==> src/rtl/extif_in_feed_pkg.sv <==
// Shared types for the extif IN ingress stage: byte width and the {last,data} FIFO entry.
package extif_in_feed_pkg;

  localparam int unsigned DATA_W  = 8;
  localparam int unsigned ENTRY_W = DATA_W + 1;

  typedef struct packed {
    logic              last;
    logic [DATA_W-1:0] data;
  } in_entry_t;

endpackage

==> src/rtl/extif_in_feed_if.sv <==
// extif IN handshake: the feed drives head data/valid, the extif stage returns ready.
interface extif_in_feed_if;
  import extif_in_feed_pkg::*;

  logic [DATA_W-1:0] in_data;
  logic              in_last;
  logic              in_valid;
  logic              in_ready;

  modport master (output in_data, output in_last, output in_valid, input in_ready);
  modport slave  (input in_data, input in_last, input in_valid, output in_ready);

endinterface

==> src/rtl/extif_in_feed_fifo_sync_ram.sv <==
// Generic first-word-fall-through FIFO; pointers carry a wrap bit so full/empty need no counter.
module fifo_sync_ram #(
  parameter int unsigned DEPTH = 16,
  parameter int unsigned WIDTH = 9
) (
  input  logic                     clk,
  input  logic                     rst_n,
  input  logic [WIDTH-1:0]         wr_data,
  input  logic                     wr_en,
  output logic                     full,
  output logic [WIDTH-1:0]         rd_data,
  input  logic                     rd_en,
  output logic                     empty,
  output logic [$clog2(DEPTH):0]   level
);

  localparam int unsigned AW = $clog2(DEPTH);

  logic [WIDTH-1:0] mem [DEPTH];
  logic [AW:0]      wr_ptr;
  logic [AW:0]      rd_ptr;
  logic             push;
  logic             pop;

  always_comb begin
    full    = (wr_ptr[AW] != rd_ptr[AW]) && (wr_ptr[AW-1:0] == rd_ptr[AW-1:0]);
    empty   = (wr_ptr == rd_ptr);
    push    = wr_en & ~full;
    pop     = rd_en & ~empty;
    level   = wr_ptr - rd_ptr;
    rd_data = mem[rd_ptr[AW-1:0]];
  end

  // Storage is not reset; resetting the pointers is what discards the contents.
  always_ff @(posedge clk) begin
    if (push) begin
      mem[wr_ptr[AW-1:0]] <= wr_data;
    end
  end

  always_ff @(posedge clk or negedge rst_n) begin
    if (!rst_n) begin
      wr_ptr <= '0;
      rd_ptr <= '0;
    end else begin
      if (push) wr_ptr <= wr_ptr + (AW+1)'(1);
      if (pop)  rd_ptr <= rd_ptr + (AW+1)'(1);
    end
  end

endmodule

==> src/rtl/extif_in_feed.sv <==
// User-side ingress for the extif IN path: byte FIFO plus the flush-now and idle-timeout flags.
module extif_in_feed
  import extif_in_feed_pkg::*;
#(
  parameter int unsigned DEPTH   = 16,
  parameter int unsigned TIMEOUT = 1023,
  parameter int unsigned TW      = 16
) (
  input  logic                    clk,
  input  logic                    rst_n,
  input  logic [DATA_W-1:0]       u_data,
  input  logic                    u_last,
  input  logic                    u_valid,
  output logic                    u_ready,
  input  logic                    u_flush,
  output logic [$clog2(DEPTH):0]  level,
  extif_in_feed_if.master         in_if,
  output logic                    in_flush_now,
  output logic                    in_flush_time
);

  in_entry_t     wr_entry;
  in_entry_t     rd_entry;
  logic          full;
  logic          empty;
  logic          push;
  logic          pop;

  logic          pend, pend_d;
  logic          dirty, dirty_d;
  logic [TW-1:0] timer, timer_d;
  logic          flush_now_d;
  logic          flush_time_d;

  fifo_sync_ram #(
    .DEPTH (DEPTH),
    .WIDTH (ENTRY_W)
  ) u_fifo (
    .clk     (clk),
    .rst_n   (rst_n),
    .wr_data (wr_entry),
    .wr_en   (u_valid),
    .full    (full),
    .rd_data (rd_entry),
    .rd_en   (in_if.in_ready),
    .empty   (empty),
    .level   (level)
  );

  // Handshake outputs depend on FIFO state only, never on the opposite side's strobe.
  always_comb begin
    wr_entry.last   = u_last;
    wr_entry.data   = u_data;
    u_ready         = ~full;
    in_if.in_valid  = ~empty;
    in_if.in_data   = rd_entry.data;
    in_if.in_last   = rd_entry.last;
    push            = u_valid & ~full;
    pop             = in_if.in_ready & ~empty;
  end

  // A flush in the same cycle as a push wins, so the request is not lost.
  always_comb begin
    pend_d       = pend;
    dirty_d      = dirty;
    timer_d      = timer;
    flush_now_d  = pend & empty;
    flush_time_d = dirty & (timer == TW'(TIMEOUT));

    if (u_flush) begin
      pend_d = 1'b1;
    end else if (push) begin
      pend_d = 1'b0;
    end

    if (pop) begin
      dirty_d = ~rd_entry.last;
    end

    if (push || pop) begin
      timer_d = '0;
    end else if (dirty && empty && (timer != TW'(TIMEOUT))) begin
      timer_d = timer + TW'(1);
    end
  end

  always_ff @(posedge clk or negedge rst_n) begin
    if (!rst_n) begin
      pend          <= 1'b0;
      dirty         <= 1'b0;
      timer         <= '0;
      in_flush_now  <= 1'b0;
      in_flush_time <= 1'b0;
    end else begin
      pend          <= pend_d;
      dirty         <= dirty_d;
      timer         <= timer_d;
      in_flush_now  <= flush_now_d;
      in_flush_time <= flush_time_d;
    end
  end

endmodule

==> src/flat_wrapper.sv <==
// flat-port wrapper written by rule: the top's interface ports become plain ports
module extif_in_feed_flat import extif_in_feed_pkg::*;
#(
  parameter int unsigned DEPTH   = 16,
  parameter int unsigned TIMEOUT = 1023,
  parameter int unsigned TW      = 16
)
  (clk, rst_n, u_data, u_last, u_valid, u_ready, u_flush, level, in_flush_now, in_flush_time, in_if_in_data, in_if_in_last, in_if_in_valid, in_if_in_ready);
  extif_in_feed_if in_if_i ();
  input  logic clk;
  input  logic rst_n;
  input  logic [DATA_W-1:0] u_data;
  input  logic u_last;
  input  logic u_valid;
  output logic u_ready;
  input  logic u_flush;
  output logic [$clog2(DEPTH):0] level;
  output logic in_flush_now;
  output logic in_flush_time;
  output wire logic [$bits(in_if_i.in_data)-1:0] in_if_in_data;
  output wire logic [$bits(in_if_i.in_last)-1:0] in_if_in_last;
  output wire logic [$bits(in_if_i.in_valid)-1:0] in_if_in_valid;
  input wire logic [$bits(in_if_i.in_ready)-1:0] in_if_in_ready;
  assign in_if_in_data = in_if_i.in_data;
  assign in_if_in_last = in_if_i.in_last;
  assign in_if_in_valid = in_if_i.in_valid;
  assign in_if_i.in_ready = in_if_in_ready;
  extif_in_feed #(.DEPTH(DEPTH), .TIMEOUT(TIMEOUT), .TW(TW)) u_core (.clk(clk), .rst_n(rst_n), .u_data(u_data), .u_last(u_last), .u_valid(u_valid), .u_ready(u_ready), .u_flush(u_flush), .level(level), .in_if(in_if_i), .in_flush_now(in_flush_now), .in_flush_time(in_flush_time));
endmodule
==> config.mk <==
export PLATFORM = sky130hd
export DESIGN_NAME = extif_in_feed_flat
export DESIGN_NICKNAME = d
export VERILOG_FILES = /design/src/rtl/extif_in_feed_pkg.sv /design/src/rtl/extif_in_feed_if.sv /design/src/rtl/extif_in_feed_fifo_sync_ram.sv /design/src/rtl/extif_in_feed.sv /design/src/flat_wrapper.sv
export SDC_FILE = /design/constraint.sdc
export NUM_CORES = 1
export LEC_CHECK = 0
export ABC_CLOCK_PERIOD_IN_PS = 5700
export CAP_MARGIN = 20
export CORE_MARGIN = 2
export CORE_UTILIZATION = 65
export CTS_BUF_LIST = sky130_fd_sc_hd__clkbuf_4 sky130_fd_sc_hd__clkbuf_8 sky130_fd_sc_hd__clkbuf_16
export DETAILED_ROUTE_END_ITERATION = 12
export HOLD_SLACK_MARGIN = 0.05
export PLACE_DENSITY = 0.85
export SYNTH_ARGS = -nofsm -noshare
export SYNTH_HDL_FRONTEND = slang
export SYNTH_SLANG_ARGS = --single-unit
==> constraint.sdc <==
create_clock -name clk -period 5.7 [get_ports clk]
set_input_delay 0.57 -clock clk [delete_from_list [all_inputs] [get_ports clk]]
set_output_delay 0.57 -clock clk [all_outputs]
set_load 0.01 [all_outputs]
==> metrics, run 1 <==
worst r2r dst u_core.u_fifo.mem[7][4]; register share of total power 40.6%; placed instance area 7727 um2; most frequent cells in the layout edfxtp_1 (144), mux4_2 (43), clkdlybuf4s50_1 (31), dfrtp_1 (29), nand2_1 (18); synthesized area 7238 um2; crit end category primary output; CP bufs+invs 2; Synth Register Bits 174; Synthesis Warnings 0; Slew Limit Headroom 29.02%; Non-Filler Instances 601; Post-synth EDFFs 144; Reg2Reg Depth 7; WS Path Type flop to primary output; Max stage delay on crit path 760 ps; Sw Pwr 1309 uW; Inst Count DP 568; Layout area overhead 14.31%; Top cell by count, worst path mux4_2; DR WL/cell 25.35 um; pwr/cell area 497.6 nW/um2; core area 10840 um2; WL met1 5936 um; wire length on met2 7991 um; Fillers 575; DRC 0; WL met3 1048 um; worst setup margin 1685 ps; layout cells sized above 1 20.39%; die height 109.5 um; Mapped Cells 405; Post-DRT Antenna Nets 0; clock-pin slew on the worst setup and hold paths 70 ps; CTS root buffer clkbuf_8; Top Ports 32; worst reg2reg setup slack 2210 ps; first-pass GRT wire length 23590 um; Detailed Place HPWL 9500 um; internal cell power 2808 uW; clock sink total 174; maximum vdd drop 404.8 uV; # setup viols final 0; starting density of the core 66.77%; I/O Buffers 31; Die ar. 12000 um2; Required @ worst endpoint 5130 ps; CP max-delay cell dfrtp_2; Antenna Cells 0; Design Area, Final 8274 um2; crit start category flop; TritonCTS clock tree yes; RSZ-0062 raised after global routing false; top layer in use met4; Vias 4051; Clock Skew 8.782 ps; hold slack 412.8 ps; Initial DRT Pass Iterations 5; worst slew pin tran 1061 ps; Final Hold Fails 0; worst-path cell chain buf_4 -> mux4_2 -> mux4_2 -> clkdlybuf4s50_1; Placer Congestion 0.8531; final period utilization 70.44%; Slew Viols, Final 0; GRT Total Usage 28.28%; post-synthesis sequential area ratio 70.11%; CP Max Fanout 22; largest net degree at the start of global routing 39; total global routing overflow 0; status finished clean; Layout Nets 473; Post-Route WL 15240 um; ys async rst share 17.24%; Lkg Pwr 0.002751 uW; fmax 249.0 MHz; Worst Path Arrival 3450 ps; Top FF cell, synth edfxtp_1; max_cap viols 0; vias in the first global route 4133; RR Startpoint u_core.u_fifo.rd_ptr[2]; Comb power frac 33.9%; clk_lat worst skew 540 ps; Mapped Nets 430; Max clock buf depth 2; HP Class input port to asynchronous set/reset pin; initial drt markers 500; post-place setup slack 2229 ps; FP Rows 38; vias per cell 6.740; Setup Buffers After CTS 0; number of CTS-inserted buffers 17; initial antenna violation count 0; setup TNS 0 ps; most common library cell in the layout ignoring fill and taps edfxtp_1; htree depth 4; cts hold-fix bufs 0; delay-heaviest family, CP multiplexers; Avg Cell Area, Syn 17.87 um2; Switching Fraction 31.79%; DIE WIDTH 109.5 um; post-CTS sizing 0; number of distinct library cells after synthesis 38; clock share of power 25.4%; Final min period 4015 ps
## synth_stat cells, types with 2 or more instances
master | number | area (um2)
and4_1 | 2 | 17.52
o31ai_1 | 10 | 75.07
mux2_2 | 2 | 22.52
nor2_1 | 12 | 45.04
a21oi_1 | 14 | 70.07
xnor2_1 | 11 | 96.34
or3_1 | 6 | 37.54
nor3_1 | 6 | 30.03
or4_1 | 10 | 75.07
nand4_1 | 10 | 62.56
o21ai_0 | 6 | 30.03
buf_2 | 7 | 35.03
dfrtp_1 | 30 | 750.7
a21o_1 | 3 | 22.52
mux4_2 | 43 | 968.4
o21ai_1 | 2 | 10.01
mux2i_1 | 5 | 50.05
clkbuf_1 | 10 | 37.54
a311oi_1 | 2 | 17.52
nand3_1 | 10 | 50.05
nand2b_1 | 3 | 18.77
ha_1 | 10 | 125.1
edfxtp_1 | 144 | 4324
or3b_2 | 2 | 17.52
o22ai_1 | 2 | 12.51
inv_1 | 10 | 37.54
nand2_1 | 18 | 67.56
and3_1 | 3 | 18.77
xor2_1 | 2 | 17.52
buf_1 | 2 | 7.510
## state kept, by name, indices dropped and copies added, names as in the netlist
signal,count
u_core.u_fifo.wr_ptr,5
u_core.timer,16
u_core.pend,1
u_core.in_flush_now,1
u_core.u_fifo.mem,144
u_core.dirty,1
u_core.in_flush_time,1
u_core.u_fifo.rd_ptr,5
## cell type report
type                       count  area, um2  share of cell area [%]
sequential                   174       5076                   61.35
inverter                      10      37.54                  0.4537
multi-input combinational    201       2038                   24.63
clock buffer                  19      429.2                   5.187
timing repair buffer          44      411.6                   4.975
tap                          140      175.2                   2.117
clock inverter                13      106.4                   1.285
## per-stage QoR
step / total power, uW / utilization, %
after CTS: 4136 / 76.22
after floorplan: 2524 / -
after global placement: 3018 / 71.28
final: 4117 / 76.33
after detailed placement: 3077 / 71.28
after global routing: 4287 / 76.33
## power groups by stage
stage                     clock network, uW  logic, uW  registers [uW]
after detailed placement                  0       1390            1690
final                                  1050       1400            1670
after global routing                   1110       1490            1690
after CTS                              1060       1400            1670
after global placement                    0       1340            1680
after floorplan                           0        922            1600
## worst register-to-register path: stages (launching register included)
cell and delay (ps):
dfrtp_1 810, inv_1 190, ha_1 400, and4_1 300, a21boi_0 200, buf_4 220, nand2_1 150, nor2_1 840
## how the worst max path moves through the flow
stage | start | slack [ps] | cells after the start | to
final | u_core.u_fifo.rd_ptr[0] | 1680 | 4 | in_if_in_data[2]
after global routing | u_core.u_fifo.rd_ptr[0] | 1500 | 4 | in_if_in_data[2]
after CTS | u_core.u_fifo.rd_ptr[0] | 1610 | 4 | in_if_in_data[2]
after detailed placement | u_core.u_fifo.rd_ptr[0] | 2230 | 4 | in_if_in_data[2]
after global placement | u_core.u_fifo.rd_ptr[0] | 2260 | 4 | in_if_in_data[3]
after floorplan | u_core.u_fifo.rd_ptr[1] | 2240 | 10 | u_core.u_fifo.mem[3][0]
## routing by layer
metal | vias up | track usage (%)
met3 | 24 | 6.580
met5 | - | 0
met2 | 214 | 47.66
li1 | 1720 | -
met1 | 2093 | 36.81
met4 | 0 | 9.403
## cell families (layout without fill, tap and decap cells)
family,after synthesis,count (layout),synth area share (%)
fa+ha+maj,11,11,2.005
simple gates,86,86,6.707
buf+inv,30,86,1.729
flops,174,174,70.11
compound gates,41,41,3.492
xor+xnor,13,13,1.573
mux,50,50,14.38
Power figures use the tool's default switching activity.
==> inputs of run 2 (changes only) <==
--- a/config.mk
+++ b/config.mk
@@ -5,14 +5,14 @@
 export SDC_FILE = /design/constraint.sdc
 export NUM_CORES = 1
 export LEC_CHECK = 0
-export ABC_CLOCK_PERIOD_IN_PS = 5700
+export ABC_CLOCK_PERIOD_IN_PS = 3900
 export CAP_MARGIN = 20
 export CORE_MARGIN = 2
-export CORE_UTILIZATION = 65
+export CORE_UTILIZATION = 60
 export CTS_BUF_LIST = sky130_fd_sc_hd__clkbuf_4 sky130_fd_sc_hd__clkbuf_8 sky130_fd_sc_hd__clkbuf_16
 export DETAILED_ROUTE_END_ITERATION = 12
 export HOLD_SLACK_MARGIN = 0.05
-export PLACE_DENSITY = 0.85
+export PLACE_DENSITY = 0.79
 export SYNTH_ARGS = -nofsm -noshare
 export SYNTH_HDL_FRONTEND = slang
 export SYNTH_SLANG_ARGS = --single-unit
==> constraint.sdc (replaced) <==
create_clock -name clk -period 3.9 [get_ports clk]
set_input_delay 0.39 -clock clk [delete_from_list [all_inputs] [get_ports clk]]
set_output_delay 0.39 -clock clk [all_outputs]
set_load 0.01 [all_outputs]
==> metrics, run 2 (synthesized netlist as in run 1, its figures left out) <==
Comb power frac 34.7%; crit start category flop; Layout area overhead 16.27%; Required @ worst endpoint 3510 ps; clock sink total 174; maximum vdd drop 444.3 uV; Post-DRT Antenna Nets 0; number of flip-flops under the largest register name 144; Slew Viols, Final 0; final period utilization 84.50%; number of CTS-inserted buffers 17; Lkg Pwr 0.002824 uW; Antenna Cells 0; Slew Limit Headroom 47.77%; worst slew pin tran 777.5 ps; post-CTS sizing 0; CTS root buffer clkbuf_16; Max clock buf depth 2; first-pass GRT wire length 23620 um; DIE WIDTH 113.8 um; Switching Fraction 30.92%; vias in the first global route 4115; status finished clean; Post-Route WL 14990 um; clock-pin slew on the worst setup and hold paths 70 ps; Worst Path Arrival 2910 ps; worst reg2reg setup slack 900 ps; setup TNS 0 ps; clock share of power 26.2%; Final min period 3296 ps; register share of total power 39.1%; Vias 4066; total global routing overflow 0; largest net degree at the start of global routing 39; FP Rows 40; HP Class input port to asynchronous set/reset pin; Setup Buffers After CTS 0; Final Hold Fails 0; most common library cell in the layout ignoring fill and taps edfxtp_1; CP Max Fanout 32; # setup viols final 0; TritonCTS clock tree yes; Sw Pwr 1888 uW; layout cells sized above 1 22.41%; starting density of the core 60.77%; internal cell power 4219 uW; cts hold-fix bufs 0; WS Path Type flop to primary output; die height 113.8 um; Non-Filler Instances 620; Inst Count DP 588; Initial DRT Pass Iterations 4; DR WL/cell 24.18 um; most frequent cells in the layout edfxtp_1 (144), mux4_2 (43), clkdlybuf4s50_1 (31), dfrtp_1 (29), buf_4 (24); max_cap viols 0; RSZ-0062 raised after global routing false; Top Ports 32; Placer Congestion 0.8284; GRT Total Usage 25.39%; core area 11910 um2; Clock Skew 7.054 ps; I/O Buffers 31; Fillers 729; pwr/cell area 725.7 nW/um2; DRC 0; Die ar. 12960 um2; fmax 303.4 MHz; clk_lat worst skew 430 ps; crit end category primary output; vias per cell 6.558; initial antenna violation count 0; initial drt markers 448; Detailed Place HPWL 9266 um; Layout Nets 485; htree depth 4
==> run 2: cell count changes in the layout (fill, tap and decap cells not counted), moves of 2 or more <==
cell	previous run	this run
buf_4	12	24
clkinvlp_4	4	6
inv_6	5	2
clkbuf_4	2	0
==> run 2: critical path: stages, from the launching register on <==
cell and delay (ps):
dfrtp_2 580, buf_12 310, mux4_2 580, mux4_2 500, clkdlybuf4s50_1 500
==> run 2: area by class of cell <==
type	count	area [um2]	area share, %
clock buffers	17	425.4	5.055
well taps	147	183.9	2.186
repair buffers	56	510.5	6.066
inverters	10	37.54	0.4460
flip-flops and latches	174	5076	60.32
multi-input cells	201	2038	24.22
clock inverters	15	143.9	1.710
==> run 2: power groups by stage <==
stage / logic, uW / clock network (uW) / registers (uW)
after floorplan: 1350 / 0 / 2340
final: 2120 / 1600 / 2390
after detailed placement: 2110 / 0 / 2420
after global placement: 2060 / 0 / 2410
after CTS: 2130 / 1620 / 2390
after global routing: 2250 / 1690 / 2410
==> run 2: final timing paths <==
kind,to,startpoint,depth (start not counted)
min in group clk,u_core.pend,u_core.pend,1
max in group asynchronous,u_core.u_fifo.rd_ptr[0],rst_n,2
max reg2reg,u_core.u_fifo.mem[0][8],u_core.u_fifo.rd_ptr[3],9
min,u_core.timer[12],rst_n,2
max,in_if_in_data[0],u_core.u_fifo.rd_ptr[0],4
min reg2reg,u_core.pend,u_core.pend,1
==> run 2: metrics by stage <==
step                      setup WS [ps]  area (um2)  util, %  hold slack [ps]  total power (uW)
after floorplan                   437.9        7238        -            94.41              3688
after global placement             1053        7846    65.87            467.5              4472
after detailed placement           1008        7846    65.87            469.1              4530
after CTS                         560.4        8416    70.65            353.5              6135
after global routing              475.4        8416    70.65            375.1              6355
final                             604.3        8416    70.65            351.7              6107
==> run 2: routing by layer <==
metal	global-route usage, %	share of wire [%]
met5	0	0
met4	9.837	2.1
met3	5.739	8.6
met2	39.44	49
met1	35.89	41
==> inputs of run 3 (changes only) <==
--- a/config.mk
+++ b/config.mk
@@ -5,14 +5,14 @@
 export SDC_FILE = /design/constraint.sdc
 export NUM_CORES = 1
 export LEC_CHECK = 0
-export ABC_CLOCK_PERIOD_IN_PS = 3900
+export ABC_CLOCK_PERIOD_IN_PS = 3000
 export CAP_MARGIN = 20
 export CORE_MARGIN = 2
-export CORE_UTILIZATION = 60
+export CORE_UTILIZATION = 54
 export CTS_BUF_LIST = sky130_fd_sc_hd__clkbuf_4 sky130_fd_sc_hd__clkbuf_8 sky130_fd_sc_hd__clkbuf_16
 export DETAILED_ROUTE_END_ITERATION = 12
 export HOLD_SLACK_MARGIN = 0.05
-export PLACE_DENSITY = 0.79
+export PLACE_DENSITY = 0.75
 export SYNTH_ARGS = -nofsm -noshare
 export SYNTH_HDL_FRONTEND = slang
 export SYNTH_SLANG_ARGS = --single-unit
==> constraint.sdc (replaced) <==
create_clock -name clk -period 3 [get_ports clk]
set_input_delay 0.3 -clock clk [delete_from_list [all_inputs] [get_ports clk]]
set_output_delay 0.3 -clock clk [all_outputs]
set_load 0.01 [all_outputs]
==> metrics, run 3 (synthesized netlist as in run 1, its figures left out) <==
status finished clean; Post-Route WL 15440 um; Reg2Reg Depth 7; RSZ-0062 raised after global routing false; footprint of the multi-input gates 2116 um2; layout cells sized above 1 27.03%; CP max-delay cell mux4_2; post-place setup slack 394.6 ps; maximum vdd drop 428.3 uV; worst slew pin tran 951.3 ps; largest net degree at the start of global routing 39; RR Startpoint u_core.u_fifo.rd_ptr[0]; total global routing overflow 0; Die ar. 14350 um2; Layout Nets 495; max_cap viols 0; Required @ worst endpoint 2700 ps; htree depth 4; GRT Total Usage 23.14%; I/O Buffers 31; Top cell by count, worst path mux4_2; fmax 340.1 MHz; clock share of power 25.9%; Final Hold Fails 0; Storage cell area 5076 um2; delay-heaviest family, CP multiplexers; core area 13190 um2; Top Ports 32; Lkg Pwr 0.002930 uW; vias per cell 6.227; CP Max Fanout 14; worst r2r dst u_core.u_fifo.mem[15][0]; DR WL/cell 23.50 um; internal cell power 5701 uW; worst-path cell chain buf_12 -> mux4_2 -> mux4_2 -> clkdlybuf4s50_1; Initial DRT Pass Iterations 5; Placer Congestion 0.8407; most frequent cells in the layout edfxtp_1 (144), mux4_2 (43), buf_4 (31), clkdlybuf4s50_1 (29), dfrtp_1 (29); DRC 0; Switching Fraction 30.57%; Antenna Cells 0; initial antenna violation count 0; FP Rows 42; first-pass GRT wire length 23630 um; register share of total power 37.1%; DIE WIDTH 119.8 um; Worst Path Arrival 2640 ps; most common library cell in the layout ignoring fill and taps edfxtp_1; # setup viols final 0; crit end category primary output; Design Area, Final 8643 um2; setup TNS 0 ps; Detailed Place HPWL 9344 um; Clock Skew 7.751 ps; Fillers 875; CTS root buffer clkbuf_16; Vias 4091; pwr/cell area 949.9 nW/um2; cts hold-fix bufs 0; die height 119.8 um; vias in the first global route 4095; Post-DRT Antenna Nets 0; number of CTS-inserted buffers 17; clock-pin slew on the worst setup and hold paths 60 ps; clk_lat worst skew 430 ps; WS Path Type flop to primary output; Comb power frac 36.9%; placed instance area 8020 um2; final period utilization 98.01%; Layout area overhead 19.41%; Slew Limit Headroom 36.38%; Max clock buf depth 2; Slew Viols, Final 0; Max stage delay on crit path 520 ps; worst setup margin 59.79 ps; worst reg2reg setup slack 380 ps; clock sink total 174; crit start category flop; initial drt markers 443; number of flip-flops under the largest register name 144; starting density of the core 54.88%; Sw Pwr 2510 uW; TritonCTS clock tree yes; CP bufs+invs 2; HP Class input port to asynchronous set/reset pin; Final min period 2940 ps
run 3: power groups by stage:
stage / sequential [uW] / clock, uW / combinational [uW]
after global placement: 3090 / 0 / 2910
final: 3050 / 2130 / 3030
after detailed placement: 3100 / 0 / 2950
after floorplan: 3040 / 0 / 1830
after global routing: 3070 / 2250 / 3260
after CTS: 3050 / 2150 / 3020
run 3: timing repair:
action,CTS,global route
pin swaps,0,0
buffers inserted,1,6
gates resized for setup,1,2
setup endpoints to repair,9,4
cloned,0,0
run 3: layout make-up:
cell class | count | area share, %
clock buffer | 17 | 4.922
clock inverter | 13 | 1.621
inverter | 10 | 0.4343
multi-input combinational | 201 | 24.48
sequential | 174 | 58.73
tap | 176 | 2.548
timing repair buffer | 66 | 7.267
run 3: worst max path at each step:
stage / startpoint / endpoint / depth (start not counted)
after floorplan: u_core.u_fifo.rd_ptr[1] / u_core.u_fifo.mem[3][0] / 10
after global placement: u_core.u_fifo.rd_ptr[0] / in_if_in_data[6] / 4
after detailed placement: u_core.u_fifo.rd_ptr[0] / in_if_in_data[7] / 4
after CTS: u_core.u_fifo.rd_ptr[0] / in_if_in_data[6] / 4
after global routing: u_core.u_fifo.rd_ptr[0] / in_if_in_data[6] / 4
final: u_core.u_fifo.rd_ptr[0] / in_if_in_data[6] / 4
run 3: metrics by stage:
step / hold WS, ps / power, uW / std cells / utilization (%)
5_1_grt: 442.6 / 8569 / 657 / 65.53
6_report: 401.2 / 8211 / 657 / 65.53
3_3_place_gp: 453.3 / 5999 / 620 / 60.80
4_1_cts: 424.7 / 8221 / 651 / 65.15
3_5_place_dp: 459.2 / 6053 / 620 / 60.80
2_1_floorplan: 4.409 / 4869 / 405 / -
run 3: worst register-to-register path, delay by kind of cell (launching register included):
kind,cells,cell delay (ps)
flops,1,490
fa+ha+maj,1,300
buf+inv,3,850
simple gates,2,430
compound gates,1,190
run 3: routing by layer:
| layer | vias up | share of wire (%) | track usage (%) |
|---|---|---|---|
| li1 | 1765 | - | - |
| met1 | 2120 | 40 | 31.29 |
| met2 | 170 | 50 | 36.46 |
| met3 | 36 | 7.1 | 6.369 |
| met4 | 0 | 2.6 | 8.676 |
| met5 | - | 0 | 0 |
